**config.mk**
```make
export PLATFORM = sky130hd
export DESIGN_NAME = branch_redirect_ctrl_flat
export DESIGN_NICKNAME = d
export VERILOG_FILES = /design/src/rtl/branch_redirect_ctrl_if.sv /design/src/rtl/branch_redirect_ctrl.sv /design/src/flat_wrapper.sv
export SDC_FILE = /design/constraint.sdc
export NUM_CORES = 1
export LEC_CHECK = 0
export BUFFER_PORTS_ARGS = -buffer_cell sky130_fd_sc_hd__buf_4
export CORE_ASPECT_RATIO = 1.4
export CORE_MARGIN = 1
export CORE_UTILIZATION = 40
export DETAILED_ROUTE_END_ITERATION = 6
export PLACE_DENSITY = 0.77
export REMOVE_ABC_BUFFERS = 1
export SYNTH_ARGS = -nofsm -noshare
export SYNTH_HDL_FRONTEND = slang
export SYNTH_SLANG_ARGS = --single-unit
export TNS_END_PERCENT = 30
```
**constraint.sdc**
```tcl
create_clock -name clk -period 1.4 [get_ports clk]
set_clock_uncertainty 0.1 [all_clocks]
set_input_delay 0.07 -clock clk [delete_from_list [all_inputs] [get_ports clk]]
set_output_delay 0.07 -clock clk [all_outputs]
set_load 0.005 [all_outputs]
```
**src/rtl/branch_redirect_ctrl_if.sv**
```systemverilog
// Bundles the EX-stage branch inputs and the redirect/flush outputs of branch_redirect_ctrl.
// master = EX stage / pipeline control side, slave = the redirect controller.
interface branch_redirect_ctrl_if #(
  parameter int ADDR_W = 64,
  parameter int CNT_W  = 32
);
  logic              ex_branch;
  logic [3:0]        ex_funct;
  logic              ex_zero;
  logic              ex_is_greater;
  logic [ADDR_W-1:0] ex_target;
  logic              stall;
  logic              pc_sel;
  logic [ADDR_W-1:0] pc_target;
  logic              flush_if_id;
  logic              flush_id_ex;
  logic              redirect_busy;
  logic [CNT_W-1:0]  stat_resolved;
  logic [CNT_W-1:0]  stat_taken;

  modport master (
    output ex_branch, ex_funct, ex_zero, ex_is_greater, ex_target, stall,
    input  pc_sel, pc_target, flush_if_id, flush_id_ex, redirect_busy,
    input  stat_resolved, stat_taken
  );

  modport slave (
    input  ex_branch, ex_funct, ex_zero, ex_is_greater, ex_target, stall,
    output pc_sel, pc_target, flush_if_id, flush_id_ex, redirect_busy,
    output stat_resolved, stat_taken
  );
endinterface

```
**src/rtl/branch_redirect_ctrl.sv**
```systemverilog
// Stall-aware branch redirect sequencer: resolves EX-stage branches and squashes one advancing cycle.
// Optional statistics counters are enabled by defining BRANCH_STATS_EN.
module branch_redirect_ctrl #(
  parameter int ADDR_W = 64,
  parameter int CNT_W  = 32
) (
  input logic                  clk,
  input logic                  reset,
  branch_redirect_ctrl_if.slave bus
);

  typedef enum logic {IDLE, REDIRECT} state_t;

  state_t            state;
  logic              redirect_q;
  logic [ADDR_W-1:0] pc_target_q;
  logic              taken;
  logic              resolve;

  // NOTE: every always_comb output gets a default before the case so no latch is inferred.
  always_comb begin
    taken = 1'b0;
    case (bus.ex_funct[2:0])
      3'b000:  taken = bus.ex_zero;
      3'b001:  taken = !bus.ex_zero;
      3'b101:  taken = bus.ex_is_greater;
      default: taken = 1'b0;
    endcase
  end

  // funct7[5] has no meaning for conditional branches.
  logic unused_funct7;
  assign unused_funct7 = bus.ex_funct[3];

  assign resolve = (state == IDLE) && bus.ex_branch && !bus.stall;

  // NOTE: sequential state uses non-blocking assignments so all flops update from pre-edge values.
  always_ff @(posedge clk) begin
    if (reset) begin
      state       <= IDLE;
      redirect_q  <= 1'b0;
      pc_target_q <= '0;
    end else begin
      case (state)
        IDLE: begin
          if (resolve && taken) begin
            state       <= REDIRECT;
            redirect_q  <= 1'b1;
            pc_target_q <= bus.ex_target;
          end
        end
        REDIRECT: begin
          // EX holds a wrong-path instruction here, so ex_* are ignored.
          if (!bus.stall) begin
            state      <= IDLE;
            redirect_q <= 1'b0;
          end
        end
        default: begin
          state      <= IDLE;
          redirect_q <= 1'b0;
        end
      endcase
    end
  end

  assign bus.pc_sel        = redirect_q;
  assign bus.flush_if_id   = redirect_q;
  assign bus.flush_id_ex   = redirect_q;
  assign bus.redirect_busy = redirect_q;
  assign bus.pc_target     = pc_target_q;

`ifdef BRANCH_STATS_EN
  logic [CNT_W-1:0] resolved_q;
  logic [CNT_W-1:0] taken_q;

  always_ff @(posedge clk) begin
    if (reset) begin
      resolved_q <= '0;
      taken_q    <= '0;
    end else if (resolve) begin
      resolved_q <= resolved_q + 1'b1;
      if (taken) taken_q <= taken_q + 1'b1;
    end
  end

  assign bus.stat_resolved = resolved_q;
  assign bus.stat_taken    = taken_q;
`else
  assign bus.stat_resolved = {CNT_W{1'b0}};
  assign bus.stat_taken    = {CNT_W{1'b0}};
`endif

endmodule
```
**src/flat_wrapper.sv**
```systemverilog
// flat-port wrapper written by rule: the top's interface ports become plain ports
module branch_redirect_ctrl_flat 
#(
  parameter int ADDR_W = 64,
  parameter int CNT_W  = 32
)
  (clk, reset, bus_ex_branch, bus_ex_funct, bus_ex_zero, bus_ex_is_greater, bus_ex_target, bus_stall, bus_pc_sel, bus_pc_target, bus_flush_if_id, bus_flush_id_ex, bus_redirect_busy, bus_stat_resolved, bus_stat_taken);
  branch_redirect_ctrl_if #(.ADDR_W(ADDR_W), .CNT_W(CNT_W)) bus_i ();
  input logic clk;
  input logic reset;
  input wire logic [$bits(bus_i.ex_branch)-1:0] bus_ex_branch;
  input wire logic [$bits(bus_i.ex_funct)-1:0] bus_ex_funct;
  input wire logic [$bits(bus_i.ex_zero)-1:0] bus_ex_zero;
  input wire logic [$bits(bus_i.ex_is_greater)-1:0] bus_ex_is_greater;
  input wire logic [$bits(bus_i.ex_target)-1:0] bus_ex_target;
  input wire logic [$bits(bus_i.stall)-1:0] bus_stall;
  output wire logic [$bits(bus_i.pc_sel)-1:0] bus_pc_sel;
  output wire logic [$bits(bus_i.pc_target)-1:0] bus_pc_target;
  output wire logic [$bits(bus_i.flush_if_id)-1:0] bus_flush_if_id;
  output wire logic [$bits(bus_i.flush_id_ex)-1:0] bus_flush_id_ex;
  output wire logic [$bits(bus_i.redirect_busy)-1:0] bus_redirect_busy;
  output wire logic [$bits(bus_i.stat_resolved)-1:0] bus_stat_resolved;
  output wire logic [$bits(bus_i.stat_taken)-1:0] bus_stat_taken;
  assign bus_i.ex_branch = bus_ex_branch;
  assign bus_i.ex_funct = bus_ex_funct;
  assign bus_i.ex_zero = bus_ex_zero;
  assign bus_i.ex_is_greater = bus_ex_is_greater;
  assign bus_i.ex_target = bus_ex_target;
  assign bus_i.stall = bus_stall;
  assign bus_pc_sel = bus_i.pc_sel;
  assign bus_pc_target = bus_i.pc_target;
  assign bus_flush_if_id = bus_i.flush_if_id;
  assign bus_flush_id_ex = bus_i.flush_id_ex;
  assign bus_redirect_busy = bus_i.redirect_busy;
  assign bus_stat_resolved = bus_i.stat_resolved;
  assign bus_stat_taken = bus_i.stat_taken;
  branch_redirect_ctrl #(.ADDR_W(ADDR_W), .CNT_W(CNT_W)) u_core (.clk(clk), .reset(reset), .bus(bus_i));
endmodule
```
==> impl_results.md, run 1 <==
- Clk root buf: clkbuf_16
- CP delay by family, top: buffers and inverters
- Max Cap Viol: 0
- CP endpoint kind: flip-flop
- Total power: 4.80 mW
- Antenna diode count: 0
- Mapped Cells: 359
- Synth Flop Type: dfxtp_1
- Share of layout cells above drive strength 1: 0.305
- Net Sw Frac: 0.221
- DR WL/cell: 13.6 um
- Place WS: -119 ps
- Slowest CP cell: dfxtp_2
- NetSw: 1.06 mW
- Vias per cell: 4.36
- Synth area leaders: dfxtp_1 37%, nand2b_1 23%, mux2i_1 18%
- Failing checks: negative setup slack
- First-pass detailed-route iteration total: 4
- CP Class: reg -> reg
- Slowest stage delay, CP: 320 ps
- CP bufs+invs: 3
- Worst IR Drop VDD: 743 uV
- Final ANT Viol Nets: 0
- #FFs+latches synth: 66
- Largest net degree at the start of global routing: 131
- I/O pin cnt: 206
- Setup ws final: -17.8 ps
- Row cnt: 40
- Register area share after synthesis: 0.375
- Adder-cell share of the synthesized area: 0
- DP Wirelength: 4.79 mm
- Clock Latency Late Sink: 320 ps
- Final Max Tran Viols: 0
- Top-count cell post-synth: nand2b_1
- Cell Int Power: 3.74 mW
- Worst Hold Class: in -> reg
- CP Data Arrival Time: 1570 ps
- Tmin final: 1420 ps
- EDFF count, synth: 0
- CP max FO: 15
- Die Ht: 113 um
- Post-Route WL: 9.07 mm
- Required @ worst endpoint: 1550 ps
- Layout Utilization: 0.637
- Hold Fails Final Rpt: 0
- Bufs on Longest Clock Path: 2
- Post-synthesis compound-gate area fraction: 0.00426
- Pwr Density: 879 nW/um^2
- Share of Yosys cell area claimed by the top area cell type: 0.375
- Cell taking the most area after synthesis: dfxtp_1
- Die area: 9200 sq um
- Largest family of logic cells by synthesized area: simple AND/OR/NAND/NOR gates
- P_leak: 2.38 nW
- Post-synthesis xor/xnor area fraction: 0.00248
- First-pass GRT wire length: 13.3 mm
- Hold Worst Slack: 68.4 ps
- CTS Sinks: 66
- Die Wd: 81.3 um
- Synth warn: 0
- Netlist cell types: 19
- Drc violations: 0
- Clock Power Share: 0.449
- Avg Synthesized Cell Area: 9.82 sq um
- Gr ovfl total: 0
- GP Congestion: 0.677
- Post-synth top cells: 128 x nand2b_1, 67 x buf_4, 66 x dfxtp_1, 64 x mux2i_1, 14 x clkbuf_1
- Fmax: 705 MHz
- Synthesized area: 3520 sq um
- RSZ-0062 raised after global routing: true
- Starting Density: 0.412
- Proportion of synthesized area in mux cells: 0.182
- Vias after detailed routing: 2919
- Synth Area in Simple Gates: 0.240
- Final setup viols: 10
- Drt first-iter violations: 85
- Initial antenna violation count: 0
- Worst path cell trace: inv_2 -> nand3_4 -> nor3_4 -> buf_6 -> clkbuf_16 -> mux2i_1
- Worst-path clk slew: 50 ps
- Area grow syn2layout: 54.7%
- H-Tree Depth: 3
- Crit share post-route: 1.01
- Nets: 634
- Status: finished, violations left
- Async set-reset flop share out of synthesis: 0
- Port Buf Inserts: 140
- CTS Buf Count: 9
- Vias in the first global route: 2900
- Seq pwr share: 0.405
- Tot GR Track Use: 0.190
- Logic pwr share: 0.146
- Fillers: 710
- Critical Path Start Type: flip-flop
- Core Area: 8560 sq um
- CTS tree: built
-- worst reg2reg max path, delay by kind of cell, from the launching register on --
family | cells | cell delay (ps)
AND/OR/NAND/NOR | 2 | 230
buffers and inverters | 3 | 490
multiplexers | 1 | 200
flip-flops | 1 | 320
-- registers in the layout (all words and copies together) (netlist names) --
name and cells:
u_core.bus.pc_target 64, u_core.state 1, u_core.bus.flush_id_ex 1
-- path summary, 6_finish.rpt --
| kind | startpoint | end | slack, ps | depth (start not counted) |
|---|---|---|---|---|
| hold reg to reg | u_core.state | u_core.state | 370 | 2 |
| setup reg to reg | u_core.state | u_core.bus.pc_target[48] | -20 | 6 |
| setup / recovery | u_core.state | u_core.bus.pc_target[48] | -20 | 6 |
| hold / removal | bus_ex_branch | u_core.state | 70 | 4 |
-- kinds of logic (layout without fill, tap and decap cells) --
family,count (synthesis),in the layout
AOI/OAI and AO/OA,3,3
xor gates and xnor gates,1,1
buffers and inverters,89,231
DFF,66,66
muxes,64,64
other,1,64
and+or+nand+nor,135,135
-- power by group through the flow --
| stage | Combinational, mW | Sequential (mW) | Clock, mW |
|---|---|---|---|
| floorplan | 0.218 | 1.98 | 0 |
| global placement | 0.488 | 1.98 | 0 |
| detailed placement | 0.499 | 1.98 | 0 |
| CTS | 0.664 | 1.94 | 2.20 |
| global route | 0.763 | 1.95 | 2.29 |
| finish | 0.699 | 1.94 | 2.15 |
-- metal layers --
layer | part of all wire | track usage | up-vias
met5 | 0 | 0 | -
met4 | 0.028 | 0.106 | 0
met3 | 0.061 | 0.0419 | 23
met2 | 0.55 | 0.358 | 140
met1 | 0.37 | 0.184 | 1349
li1 | - | - | 1407
-- cell usage in the layout (no fill, tap or decap), drive strengths merged --
master,count
buf,147
nand2b,128
dfxtp,66
dlygate4sd3,65
conb,64
mux2i,64
clkbuf,16
a21oi,2
clkinv,2
nor2b,2
inv,1
nor2,1
nand3,1
xnor2,1
nor3,1
or3,1
nand2,1
o21ai,1
-- final cells by class --
cell class                 instances  area, sq um  share of cell area
sequential                        66         1320               0.242
clock inverter                     2         10.0             0.00184
tap                              105          131              0.0241
inverter                           1         3.75            0.000688
timing repair buffer             215         1920               0.352
multi-input combinational        267         1780               0.327
clock buffer                      13          280              0.0514
-- per-stage QoR --
stage,std cells,TNS [ps],instance area [sq um]
2_1_floorplan,334,-203420,3070
3_3_place_gp,582,-3750,4320
3_5_place_dp,582,-5040,4320
4_1_cts,666,-1340,5350
5_1_grt,669,-1670,5450
6_report,669,-93.2,5450
-- repair_timing --
| item | in CTS | in global routing |
|---|---|---|
| cloned | 2 | 3 |
| endpoints found under the hold margin | 66 | 0 |
| pin swaps | 1 | 0 |
| hold buffers | 65 | 0 |
| resized for setup | 2 | 10 |
| setup buffers | 2 | 0 |
| endpoints found under the setup margin | 64 | 55 |
(Power assumes the default switching activity.)
==> run 2: changes to the inputs <==
Settings changed: CELL_PAD_IN_SITES_DETAIL_PLACEMENT set to 1, CELL_PAD_IN_SITES_GLOBAL_PLACEMENT set to 1, CORE_MARGIN 1 to unset, CORE_UTILIZATION 40 to 28, PLACE_DENSITY 0.77 to unset, PLACE_DENSITY_LB_ADDON set to 0.1.
==> run 2 against run 1 <==
The run now ends clean. Non-clock buffer count is 7 higher. Global-route usage is 5.3 points lower. Maximum frequency is 3.9% higher. Sequential power hardly changed. Design area is 3.3% higher. Total power is 7.7% higher. Register-to-register slack better by 50 ps. Clock-buffer cell count is 1 lower. Sequential share of layout area is 0.77 points lower. Critical path depth stayed put. Die area is 42% higher. Via count is 0.38% lower. Largest cell class unchanged.
==> impl_results.md, run 2 (synthesized netlist as in run 1, its figures left out) <==
- DR WL/cell: 12.8 um
- CTS tree: built
- CP Class: reg -> reg
- Critical Path Start Type: flip-flop
- Vias per cell: 4.03
- DP Wirelength: 6.00 mm
- Fillers: 1395
- CP Data Arrival Time: 1520 ps
- Place WS: -101 ps
- Max reg flops: 64
- Worst path cell trace: inv_2 -> nand3_4 -> nor3_4 -> buf_6 -> clkbuf_16 -> mux2i_1
- Multi-input gate area: 1770 sq um
- I/O pin cnt: 206
- Bufs on Longest Clock Path: 2
- Nets: 641
- Seq pwr share: 0.376
- Share of layout cells above drive strength 1: 0.311
- Crit share post-route: 0.974
- Leading cell type in the layout, fill and taps excluded: buf_4
- Largest net degree at the start of global routing: 131
- Net Sw Frac: 0.212
- Starting Density: 0.286
- Port Buf Inserts: 140
- Final setup viols: 0
- Vias after detailed routing: 2908
- Die area: 13000 sq um
- Logic pwr share: 0.137
- Initial antenna violation count: 0
- Storage element area: 1320 sq um
- Clk root buf: clkbuf_16
- NetSw: 1.09 mW
- Row cnt: 48
- CP max FO: 7
- Final ANT Viol Nets: 0
- Post-Route WL: 9.23 mm
- Tot GR Track Use: 0.137
- Post-Layout Cell Count: 722
- CTS Sinks: 66
- Final Max Tran Viols: 0
- P_leak: 2.43 nW
- Worst Hold Class: in -> reg
- Clock Power Share: 0.487
- Slowest stage delay, CP: 320 ps
- Pwr Density: 917 nW/um^2
- GP Congestion: 0.633
- Fmax: 733 MHz
- CTS Buf Count: 9
- Worst-path clk slew: 50 ps
- Cell Int Power: 4.07 mW
- Clock Latency Late Sink: 320 ps
- Core Area: 12300 sq um
- Hold Fails Final Rpt: 0
- Most frequent cells in the layout: 143 x buf_4, 128 x nand2b_1, 65 x dlygate4sd3_1, 65 x dfxtp_1
- Required @ worst endpoint: 1560 ps
- H-Tree Depth: 3
- Slowest CP cell: dfxtp_2
- Max Cap Viol: 0
- Die Ht: 135 um
- Drt first-iter violations: 57
- Dpl cells: 634
- Die Wd: 96.8 um
- RSZ-0062 raised after global routing: true
- Area grow syn2layout: 59.8%
- First-pass detailed-route iteration total: 4
- CP endpoint kind: flip-flop
- Vias in the first global route: 2972
- Status: finished, final reports clean
- Worst IR Drop VDD: 443 uV
- Antenna diode count: 0
- First-pass GRT wire length: 14.2 mm
- Tmin final: 1360 ps
- Drc violations: 0
- Gr ovfl total: 0
- Setup ws final: 36.0 ps
==> run 2: critical path, delay by kind of cell, from the launching register on <==
family                 cells  cell delay [ps]
buffers and inverters      3              450
DFF                        1              320
muxes                      1              170
and+or+nand+nor            2              240
==> run 2: worst paths after layout <==
kind	startpoint	to	slack (ps)	cells after the start
setup reg to reg	u_core.state	u_core.bus.pc_target[20]	40	6
hold / removal	bus_ex_branch	u_core.state	60	4
setup / recovery	u_core.state	u_core.bus.pc_target[20]	40	6
hold reg to reg	u_core.bus.pc_target[37]	u_core.bus.pc_target[37]	370	2
==> run 2: repair_timing <==
| item | 4_1_cts | 5_1_grt |
|---|---|---|
| gates resized for setup | 3 | 3 |
| setup endpoints to repair | 62 | 59 |
| hold buffers | 65 | 0 |
| cloned | 0 | 5 |
| buffers inserted | 1 | 1 |
| hold endpoints to repair | 66 | 0 |
| pin swaps | 1 | 0 |
==> run 2: area by class of cell <==
cell class | count | share of cell area
multi-input combinational | 267 | 0.314
sequential | 66 | 0.235
clock buffer | 12 | 0.0473
tap | 150 | 0.0333
inverter | 1 | 0.000666
clock inverter | 4 | 0.0129
timing repair buffer | 222 | 0.357
==> run 2: layer usage <==
| metal | share of wire | global-route usage |
|---|---|---|
| met4 | 0.020 | 0.0771 |
| met5 | 0 | 0 |
| met3 | 0.057 | 0.0285 |
| met1 | 0.39 | 0.141 |
| met2 | 0.53 | 0.257 |
==> run 2: stage by stage <==
stage	setup TNS [ps]	instance area (sq um)	power, mW	hold slack (ps)	utilization
final	0	5630	5.16	62.6	0.458
after global routing	-1870	5630	5.40	81.1	0.458
after CTS	0	5490	5.24	66.8	0.446
after detailed placement	-3560	4480	2.51	250	0.364
after global placement	-252	4480	2.50	238	0.364
after floorplan	-203420	3070	2.20	39.1	-
==> run 2: power groups by stage <==
stage | Clock (mW) | Sequential, mW | Combinational [mW]
floorplan | 0 | 1.98 | 0.218
global placement | 0 | 1.98 | 0.520
detailed placement | 0 | 1.98 | 0.531
CTS | 2.61 | 1.94 | 0.686
global route | 2.69 | 1.95 | 0.768
finish | 2.52 | 1.94 | 0.705
